<file path="src/rtl/ms_inverse_scheduler.sv">
// Round-robin scheduler sharing one mid/side inverse core among NUM_CH stereo streams.
// Optional saturation flags are built when MS_SAT_FLAG_EN is defined.
module ms_inverse_scheduler #(
    parameter int NUM_CH = 4,
    localparam int CH_W = $clog2(NUM_CH)
) (
    input  logic                   clk,
    input  logic                   rst,
    input  logic [NUM_CH-1:0]      in_valid,
    output logic [NUM_CH-1:0]      in_ready,
    input  logic [16*NUM_CH-1:0]   in_mid,
    input  logic [16*NUM_CH-1:0]   in_side,
    input  logic [NUM_CH-1:0]      ch_enable,
    output logic                   core_ce,
    output logic                   core_enable,
    output logic [15:0]            core_mid,
    output logic [15:0]            core_side,
    input  logic [15:0]            core_L,
    input  logic [15:0]            core_R,
    output logic                   out_valid,
    input  logic                   out_ready,
    output logic [15:0]            out_L,
    output logic [15:0]            out_R,
    output logic [CH_W-1:0]        out_ch,
    output logic [1:0]             out_sat
);

    typedef enum logic [1:0] {
        IDLE  = 2'd0,
        ISSUE = 2'd1,
        OUT   = 2'd2
    } state_t;

    state_t            state_r;
    state_t            state_next_s;
    logic [CH_W-1:0]   last_grant_r;
    logic [15:0]       op_mid_r;
    logic [15:0]       op_side_r;
    logic              op_en_r;
    logic [CH_W-1:0]   op_ch_r;

    logic              arb_en_s;
    logic              grant_any_s;
    logic              grant_s;
    logic [CH_W-1:0]   grant_idx_s;

    // Round-robin search: the descending loop leaves the nearest requester after last_grant.
    always_comb begin
        arb_en_s    = (state_r == IDLE) || ((state_r == OUT) && out_ready);
        grant_any_s = 1'b0;
        grant_idx_s = '0;
        for (int k = NUM_CH; k >= 1; k--) begin
            if (in_valid[(int'(last_grant_r) + k) % NUM_CH]) begin
                grant_any_s = 1'b1;
                grant_idx_s = CH_W'((int'(last_grant_r) + k) % NUM_CH);
            end else begin
                grant_any_s = grant_any_s;
            end
        end
        grant_s = arb_en_s && grant_any_s;
    end

    // One-hot handshake grant, only in arbitration cycles.
    always_comb begin
        in_ready = '0;
        if (grant_s) begin
            in_ready[grant_idx_s] = 1'b1;
        end else begin
            in_ready = '0;
        end
    end

    // State register.
    always_ff @(posedge clk) begin
        if (rst) begin
            state_r <= IDLE;
        end else begin
            state_r <= state_next_s;
        end
    end

    // Next-state logic.
    always_comb begin
        state_next_s = state_r;
        case (state_r)
            IDLE: begin
                if (grant_s) begin
                    state_next_s = ISSUE;
                end else begin
                    state_next_s = IDLE;
                end
            end
            ISSUE: begin
                state_next_s = OUT;
            end
            OUT: begin
                if (!out_ready) begin
                    state_next_s = OUT;
                end else if (grant_s) begin
                    state_next_s = ISSUE;
                end else begin
                    state_next_s = IDLE;
                end
            end
            default: begin
                state_next_s = IDLE;
            end
        endcase
    end

    // Capture the winner's operands and remember it for the next search.
    always_ff @(posedge clk) begin
        if (rst) begin
            last_grant_r <= CH_W'(NUM_CH - 1);
            op_mid_r     <= 16'h0000;
            op_side_r    <= 16'h0000;
            op_en_r      <= 1'b0;
            op_ch_r      <= '0;
        end else if (grant_s) begin
            last_grant_r <= grant_idx_s;
            op_mid_r     <= in_mid[{grant_idx_s, 4'b0000} +: 16];
            op_side_r    <= in_side[{grant_idx_s, 4'b0000} +: 16];
            op_en_r      <= ch_enable[grant_idx_s];
            op_ch_r      <= grant_idx_s;
        end else begin
            last_grant_r <= last_grant_r;
            op_mid_r     <= op_mid_r;
            op_side_r    <= op_side_r;
            op_en_r      <= op_en_r;
            op_ch_r      <= op_ch_r;
        end
    end

    assign core_ce     = (state_r == ISSUE);
    assign core_mid    = op_mid_r;
    assign core_side   = op_side_r;
    assign core_enable = op_en_r;
    assign out_valid   = (state_r == OUT);
    assign out_L       = core_L;
    assign out_R       = core_R;
    assign out_ch      = op_ch_r;

`ifdef MS_SAT_FLAG_EN
    logic [16:0] sum_s;
    logic [16:0] dif_s;
    logic [1:0]  sat_r;

    function automatic logic ovf17(input logic [16:0] v);
        return v[16] ^ v[15];
    endfunction

    assign sum_s = {op_mid_r[15], op_mid_r} + {op_side_r[15], op_side_r};
    assign dif_s = {op_mid_r[15], op_mid_r} - {op_side_r[15], op_side_r};

    // Flags are evaluated alongside the core strobe so they line up with out_valid.
    always_ff @(posedge clk) begin
        if (rst) begin
            sat_r <= 2'b00;
        end else if (state_r == ISSUE) begin
            sat_r <= op_en_r ? {ovf17(dif_s), ovf17(sum_s)} : 2'b00;
        end else begin
            sat_r <= sat_r;
        end
    end

    assign out_sat = sat_r;
`else
    assign out_sat = 2'b00;
`endif

endmodule

</file>
<file path="config.mk">
export PLATFORM = sky130hd
export DESIGN_NAME = ms_inverse_scheduler
export DESIGN_NICKNAME = d
export VERILOG_FILES = /design/src/rtl/ms_inverse_scheduler.sv
export SDC_FILE = /design/constraint.sdc
export NUM_CORES = 1
export LEC_CHECK = 0
export CAP_MARGIN = 20
export CORE_AREA = 5 5 93 95
export CTS_BUF_LIST = sky130_fd_sc_hd__clkbuf_8
export DETAILED_ROUTE_END_ITERATION = 10
export DIE_AREA = 0 0 98 100
export DONT_BUFFER_PORTS = 1
export PLACE_DENSITY = 0.46
export SYNTH_ARGS = -nofsm -noshare
export SYNTH_HDL_FRONTEND = slang
export SYNTH_SLANG_ARGS = --single-unit
</file>
<file path="constraint.sdc">
create_clock -name clk -period 1.8 [get_ports clk]
set_input_delay 0.18 -clock clk [delete_from_list [all_inputs] [get_ports clk]]
set_output_delay 0.18 -clock clk [all_outputs]
set_load 0.05 [all_outputs]
</file>
# ---- Word-level counts from Yosys, hierarchy flattened
# Cells that the tools add are included.
dict set report totals {
  register_bits 39
  inputBits 171
  output_inout_bits 75
  word_cells 61
}
dict set report classes {
  n_addsub 4
  order_cmp 6
  n_eq_ne 2
  n_shift 2
  muxes 28
  bitwise_logic 4
  reduce_logical 9
}
# op n
set op_table {}
lappend op_table {{$shiftx 64x7->16} 2}
lappend op_table {{$lt 3x4->1 const B} 4}
lappend op_table {{$mux 1} 15}
lappend op_table {{$bmux 1 s2} 5}
lappend op_table {{$mux 2} 5}
lappend op_table {{$reduce_or 2->1} 4}
lappend op_table {{$pmux 2 s3} 1}
lappend op_table {{$add 2x1->2 const B} 2}
lappend op_table {{$add 2x2->2 const B} 2}
lappend op_table {{$and 1x1->1 const A} 4}
lappend op_table {{$mux 4} 1}
lappend op_table {{$logic_and 1x1->1} 3}
lappend op_table {{$lt 2x3->1 const B} 1}
lappend op_table {{$demux 1 s2} 1}
lappend op_table {{$eq 2x1->1 const B} 1}
lappend op_table {{$eq 2x2->1 const B} 1}
lappend op_table {{$ge 2x1->1 const B} 1}
lappend op_table {{$logic_not 2->1} 1}
lappend op_table {{$logic_or 1x1->1} 1}

# ---- Logic depth before layout (Yosys ltp)
# Gate-level depths: netlist of run 1.
dict set report depth {
  ltp_word 15
  ltp_mapped 8
  mapped_depth_nobuf 5
}

# ---- Least setup slack after synthesis of run 1
# No wires, ideal clock.
dict set report synth_timing {
  kind {register -> output}
  from {register last_grant_r[0]}
  to {output in_ready[0]}
  arrival_time_ns 2.154
  t_required_ns 1.620
  setup_slack_ns -0.534
  path_stages_with_launch 6
  path_buffers 1
  cell_sequence {dfxtp_1 > nand2b_1 > a21o_1 > o311ai_1 > clkbuf_1 > nor3_1}
}
dict set report synth_between {
  elab_chain_cells 13
  word_cells_on_any_way 31
  cone_classes {add/sub (4); order compare (2); mux (23); reduce/logical (2)}
}
# item line
set synth_lines {}
lappend synth_lines {{start, declared} 36} ;# logic [CH_W-1:0] last_grant_r;
lappend synth_lines {{start signal, assigned} 114} ;# last_grant_r <= CH_W'(NUM_CH - 1);
lappend synth_lines {{start signal, assigned} 120} ;# last_grant_r <= grant_idx_s;
lappend synth_lines {{start signal, assigned} 126} ;# last_grant_r <= last_grant_r;
lappend synth_lines {{$add 2x1->2} {53, 55}}
lappend synth_lines {{$bmux 1 s2} 53} ;# if (in_valid[(int'(last_grant_r) + k) % NUM_CH]) begin
lappend synth_lines {{$mux 1 (implied by the code) (2 in a row)} 53}
lappend synth_lines {{$mux 2 (4 in a row)} 53}
lappend synth_lines {{$lt 2x3->1 (implied by the code) / $ge 2x1->1 (equally long branches)} 67} ;# in_ready[grant_idx_s] = 1'b1;
lappend synth_lines {{$logic_and 1x1->1 (implied by the code)} 67}
lappend synth_lines {{$mux 1 (implied by the code)} 67}
lappend synth_lines {{$demux 1 s2} 67}
lappend synth_lines {{$mux 4 (*)} 66} ;# if (grant_s) begin
lappend synth_lines {{end, declared} 10} ;# output logic [NUM_CH-1:0] in_ready,
# Every way passes the cells marked *; elsewhere a longest branch is shown, timed or not. The select of a mux whose other input is x is not followed.

# ---- Worst setup path in the final report of run 1
dict set report layout_timing {
  from {register last_grant_r[0]}
  to {output in_ready[2]}
}
# The elaborated chain is that of the path after synthesis.

==> results of run 1 <==
[state kept, by name, indices dropped and copies added (netlist names)]
signal	flops
core_mid	16
core_side	16
core_enable	1
out_ch	2
state_r	2
last_grant_r	2
[power by group through the flow]
stage / logic, mW / clock network [mW] / registers (mW)
CTS: 0.864 / 0.689 / 1.60
detailed placement: 0.765 / 0 / 1.62
finish: 0.864 / 0.656 / 1.60
global route: 0.945 / 0.714 / 1.61
floorplan: 0.760 / 0 / 1.57
global placement: 0.760 / 0 / 1.62
[worst paths after layout]
kind              slack, ns               to  depth (start not counted)
hold reg to reg        0.53  last_grant_r[0]                          2
setup reg to reg       0.11     core_side[6]                          7
setup / recovery       0.07      in_ready[2]                          6
hold / removal         0.05    core_side[11]                          2
[final cells by class]
class,instances,area (sq um),share of cell area
repair buffers,27,322,0.117
multi-input cells,206,1420,0.515
flip-flops and latches,39,785,0.285
clock buffers,7,96.3,0.0350
clock inverters,1,3.75,0.00136
well taps,102,128,0.0464
[synth_stat cells, types with 2 or more instances]
cell	instances	area, sq um
nor3_1	4	20.0
nand2b_1	2	12.5
o21ai_1	2	10.0
a21oi_1	2	10.0
buf_2	8	40.0
o2111ai_1	33	289
buf_4	38	285
nand3_1	66	330
nor2_1	9	33.8
nor2b_1	6	37.5
buf_6	2	22.5
clkbuf_1	11	41.3
mux2i_1	33	330
nand2_1	36	135
dfxtp_1	39	781
[cells by family after synthesis]
logic type             count (synthesis)
AOI/OAI and AO/OA                     44
other                                  1
buffers and inverters                 59
muxes                                 33
DFF                                   39
and+or+nand+nor                      127
[metal layers]
layer  global-route usage  routed length (microns)  part of all wire  vias to the layer above
met5                    0                        0                 0                        -
li1                     -                        -                 -                     1032
met3               0.0632                      870              0.11                       13
met4               0.0511                      157             0.020                        0
met2                0.270                     3970              0.50                      124
met1                0.163                     3010              0.38                     1068
[critical path, stage by stage (launching register included)]
cell,delay [ns]
dfxtp_2,0.35
nand2b_4,0.13
a21o_1,0.14
buf_4,0.12
o311ai_4,0.17
nor2_1,0.14
buf_4,0.20
[repair_timing]
action	4_1_cts	5_1_grt
resized for setup	14	8
endpoints found under the hold margin	5	0
setup endpoints to repair	4	27
hold buffers	1	0
cloned	1	2
pin swaps	5	4
buffers inserted	4	1
==> results_dict.tcl, run 1 <==
set metrics [dict create \
    status "complete, no violations" \
    end_kind "output pin" \
    viasPerCell 5.86 \
    rows 32 \
    slew_violations 0 \
    num_vias 2237 \
    setup_tns_ns 0 \
    routed_wl_mm 8.01 \
    skew_ns 0.00696 \
    final_common_cell "nand3_1" \
    cp-start-kind "register" \
    postRouteAntennaNets 0 \
    io_buffers 0 \
    synth_cell_type_count 27 \
    synth_xor_area_frac 0 \
    max_freq_mhz 578 \
    worstPathRequired_ns 1.62 \
    min_period_ns 1.73 \
    worst-path-max-fanout 7 \
    worst-setup-path-type "reg -> out" \
    die_w_microns 98 \
    core_sq_um 7650 \
    synthMuxAreaShare 0.133 \
    intPower_mw 1.73 \
    grt_pass1_wl_mm 12.0 \
    max-cap-violations 0 \
    switching_share 0.445 \
    synth-adder-area-share 0 \
    cp.arrival_ns 1.55 \
    cts_root_buffer "clkbuf_8" \
    post_dp_cell_area_sq_um 2460 \
    dp.cells 367 \
    utilization 0.360 \
    p_switching_mw 1.39 \
    p_per_area_nw_per_um2 1130 \
    worst_skew_pair.late_latency_ns 0.29 \
    fin_ws_ns 0.0709 \
    synthArstFlopShare 0 \
    firstDrtPassIters 4 \
    tritoncts "built" \
    ys_warn_count 0 \
    overflow 0 \
    hold_ws_ns 0.0500 \
    synth_edf_count 0 \
    num_io_pins 246 \
    power_frac_clock 0.210 \
    wl_per_cell_microns 21.0 \
    drc 0 \
    syn_to_final_growth_pct 11.1 \
    die_y_microns 100 \
    ir_worst_vdd_mv 0.414 \
    ys_seq_area_frac 0.315 \
    antennaDiodeCount 0 \
    fillerInstances 787 \
    fin_cells 382 \
    pwr-share-comb 0.277 \
    nets 450 \
    p_seq_frac 0.513 \
    fin_crit_sh 0.961 \
    synth_top_family_by_area "simple AND/OR/NAND/NOR gates" \
    drive_above_1_share 0.196 \
    clockBufferDepth 2 \
    worstHoldStart "in_side[59]" \
    numCtsBuffers 5 \
    layout_common_cells "66 x nand3_1, 36 x dfxtp_1, 35 x nand2_1, 33 x mux2i_1, 33 x o2111ai_1" \
    worstMarginPinSlew_ns 0.570 \
    detail_route.iter0.violations 56 \
    avgSynthCellArea_sq_um 8.18 \
    r2r-start "state_r[1]" \
    fin_area_sq_um 2750 \
    grt_max_degree 35 \
    dpl.hpwl_mm 5.73 \
    synth_ff_type "dfxtp_1" \
    hold_class "in -> reg" \
    slew_headroom 0.619 \
    initial_core_util 0.324 \
    ys_ff_latch 39 \
    cts_htree_levels 2 \
    cts_sinks 39 \
    cts.clk_slew.worst_paths_ns 0.08 \
    rsz0062_at_grt "false" \
    power.total_mw 3.12 \
    yosys.area_share.simple 0.246 \
    antenna_found_initial 0 \
    grtUsageTotal 0.152 \
    syn_area_sq_um 2480 \
    synthCells 303 \
    worstSetupStartpoint "last_grant_r[0]" \
    finalHoldViolCount 0 \
    setup_viol 0 \
    dpl_worst_slack_ns 0.105 \
    grt_pass1_vias 2277 \
    leakage_nw 1.03 \
    synth_compound_area_frac 0.147 \
    die-area_sq_um 9800 \
    place_congestion 0.768 \
]
No activity file was read; power rests on OpenSTA's default activity.
==> inputs of run 2 (changes only) <==
--- a/config.mk
+++ b/config.mk
@@ -6,12 +6,13 @@
 export NUM_CORES = 1
 export LEC_CHECK = 0
 export CAP_MARGIN = 20
-export CORE_AREA = 5 5 93 95
-export CTS_BUF_LIST = sky130_fd_sc_hd__clkbuf_8
+export CORE_AREA = 4 4 92 94
+export CTS_BUF_LIST = sky130_fd_sc_hd__clkbuf_16
 export DETAILED_ROUTE_END_ITERATION = 10
-export DIE_AREA = 0 0 98 100
+export DIE_AREA = 0 0 96 98
 export DONT_BUFFER_PORTS = 1
 export PLACE_DENSITY = 0.46
+export SKIP_CTS_REPAIR_TIMING = 1
 export SYNTH_ARGS = -nofsm -noshare
 export SYNTH_HDL_FRONTEND = slang
 export SYNTH_SLANG_ARGS = --single-unit
==> results_dict.tcl, run 2 (synthesis gave the netlist of run 1 again) <==
set metrics [dict create \
    finalHoldViolCount 0 \
    dpl.hpwl_mm 5.66 \
    cp.arrival_ns 1.60 \
    worstMarginPinSlew_ns 0.541 \
    status "complete, no violations" \
    p_per_area_nw_per_um2 1190 \
    max-cap-violations 0 \
    rows 32 \
    overflow 0 \
    max_freq_mhz 561 \
    hold_class "in -> reg" \
    place_congestion 0.711 \
    drive_above_1_share 0.179 \
    viasPerCell 5.77 \
    antenna_found_initial 0 \
    fin_crit_sh 0.990 \
    ir_worst_vdd_mv 0.428 \
    crit_slowest_cell "dfxtp_2" \
    min_period_ns 1.78 \
    num_io_pins 246 \
    numCtsBuffers 5 \
    end_kind "output pin" \
    cts_sinks 39 \
    hold_ws_ns 0.00880 \
    detail_route.iter0.violations 73 \
    die_y_microns 98 \
    routed_wl_mm 7.69 \
    cp-start-kind "register" \
    syn_to_final_growth_pct 11.3 \
    slew_violations 0 \
    firstDrtPassIters 5 \
    antennaDiodeCount 0 \
    layout_common_cells "66 x nand3_1, 38 x dfxtp_1, 36 x nand2_1, 33 x mux2i_1, 33 x o2111ai_1" \
    cts.clk_slew.worst_paths_ns 0.06 \
    num_vias 2200 \
    fillerInstances 796 \
    worstPathRequired_ns 1.62 \
    drc 0 \
    worst-path-max-fanout 3 \
    die-area_sq_um 9410 \
    setup_viol 0 \
    tritoncts "built" \
    grt_pass1_wl_mm 11.1 \
    grt_max_degree 37 \
    worst_skew_pair.late_latency_ns 0.27 \
    final_common_cell "nand3_1" \
    grt_pass1_vias 2211 \
    slew_headroom 0.639 \
    cts_htree_levels 2 \
    cts_root_buffer "clkbuf_16" \
    initial_core_util 0.324 \
    nets 451 \
    io_buffers 0 \
    clockBufferDepth 2 \
    worst-setup-path-type "reg -> out" \
    rsz0062_at_grt "true" \
    slowest_delay_ns 0.33 \
    skew_ns 0.00367 \
    die_w_microns 96 \
    cp_cell_sequence "nand2b_4 -> a21o_1 -> o311a_4 -> buf_12 -> nor3_4 -> buf_6" \
    leakage_nw 1.05 \
    wl_per_cell_microns 20.2 \
    core_sq_um 7650 \
    utilization 0.361 \
    grtUsageTotal 0.148 \
    postRouteAntennaNets 0 \
]
## run 2: changes by cell type in the layout (fill, tap and decap cells not counted), sizes merged
cell	change
clkbuf	-3
buf	+2
## run 2: final timing paths
| check | from | slack [ns] | endpoint | cells after the start |
|---|---|---|---|---|
| worst max-delay path | last_grant_r[0] | 0.02 | in_ready[1] | 6 |
| worst min-delay path | rst | 0.009 | last_grant_r[1] | 2 |
| worst max register to register | last_grant_r[0] | 0.10 | core_side[12] | 8 |
| worst min register to register | last_grant_r[0] | 0.53 | last_grant_r[0] | 2 |
## run 2: worst max-delay path, delay by kind of cell, from the launching register on
| kind | cells | cell delay [ns] |
|---|---|---|
| compound gates | 2 | 0.36 |
| flops | 1 | 0.33 |
| buf+inv | 2 | 0.32 |
| simple gates | 2 | 0.31 |
## run 2: power breakdown
group	internal [mW]	switching, mW
combinational	0.388	0.479
sequential	1.01	0.581
clock	0.493	0.323
total	1.89	1.38
## run 2: cell type report
class / count / area [sq um] / share of cell area
Clock buffer: 5 / 125 / 0.0454
Sequential cell: 39 / 782 / 0.284
Multi-Input combinational cell: 206 / 1400 / 0.509
Clock inverter: 1 / 3.75 / 0.00136
Timing Repair Buffer: 28 / 317 / 0.115
Tap cell: 102 / 128 / 0.0463
## run 2: per-layer routing
| layer | track usage | wire length (microns) | up-vias |
|---|---|---|---|
| li1 | - | - | 1032 |
| met2 | 0.251 | 3650 | 136 |
| met5 | 0 | 0 | - |
| met3 | 0.0439 | 810 | 16 |
| met1 | 0.175 | 3110 | 1016 |
| met4 | 0.0525 | 116 | 0 |
## run 2: stage by stage
| step | setup WS (ns) | setup TNS (ns) | cell area [sq um] | std cells | power, mW |
|---|---|---|---|---|---|
| 6_report | 0.0172 | 0 | 2760 | 381 | 3.27 |
| 5_1_grt | -0.0323 | -0.0396 | 2760 | 381 | 3.43 |
| 4_1_cts | -0.178 | -0.646 | 2600 | 374 | 3.21 |
| 3_5_place_dp | 0.101 | 0 | 2470 | 368 | 2.38 |
| 3_3_place_gp | 0.135 | 0 | 2470 | 368 | 2.37 |
| 2_1_floorplan | -0.122 | -0.455 | 2490 | 304 | 2.33 |
==> inputs of run 3 (changes only) <==
--- a/config.mk
+++ b/config.mk
@@ -5,6 +5,7 @@
 export SDC_FILE = /design/constraint.sdc
 export NUM_CORES = 1
 export LEC_CHECK = 0
+export ABC_CLOCK_PERIOD_IN_PS = 1800
 export CAP_MARGIN = 20
 export CORE_AREA = 4 4 92 94
 export CTS_BUF_LIST = sky130_fd_sc_hd__clkbuf_16
==> results of run 3 <==
Final layout, timing and power as in run 2 (identical DEF).
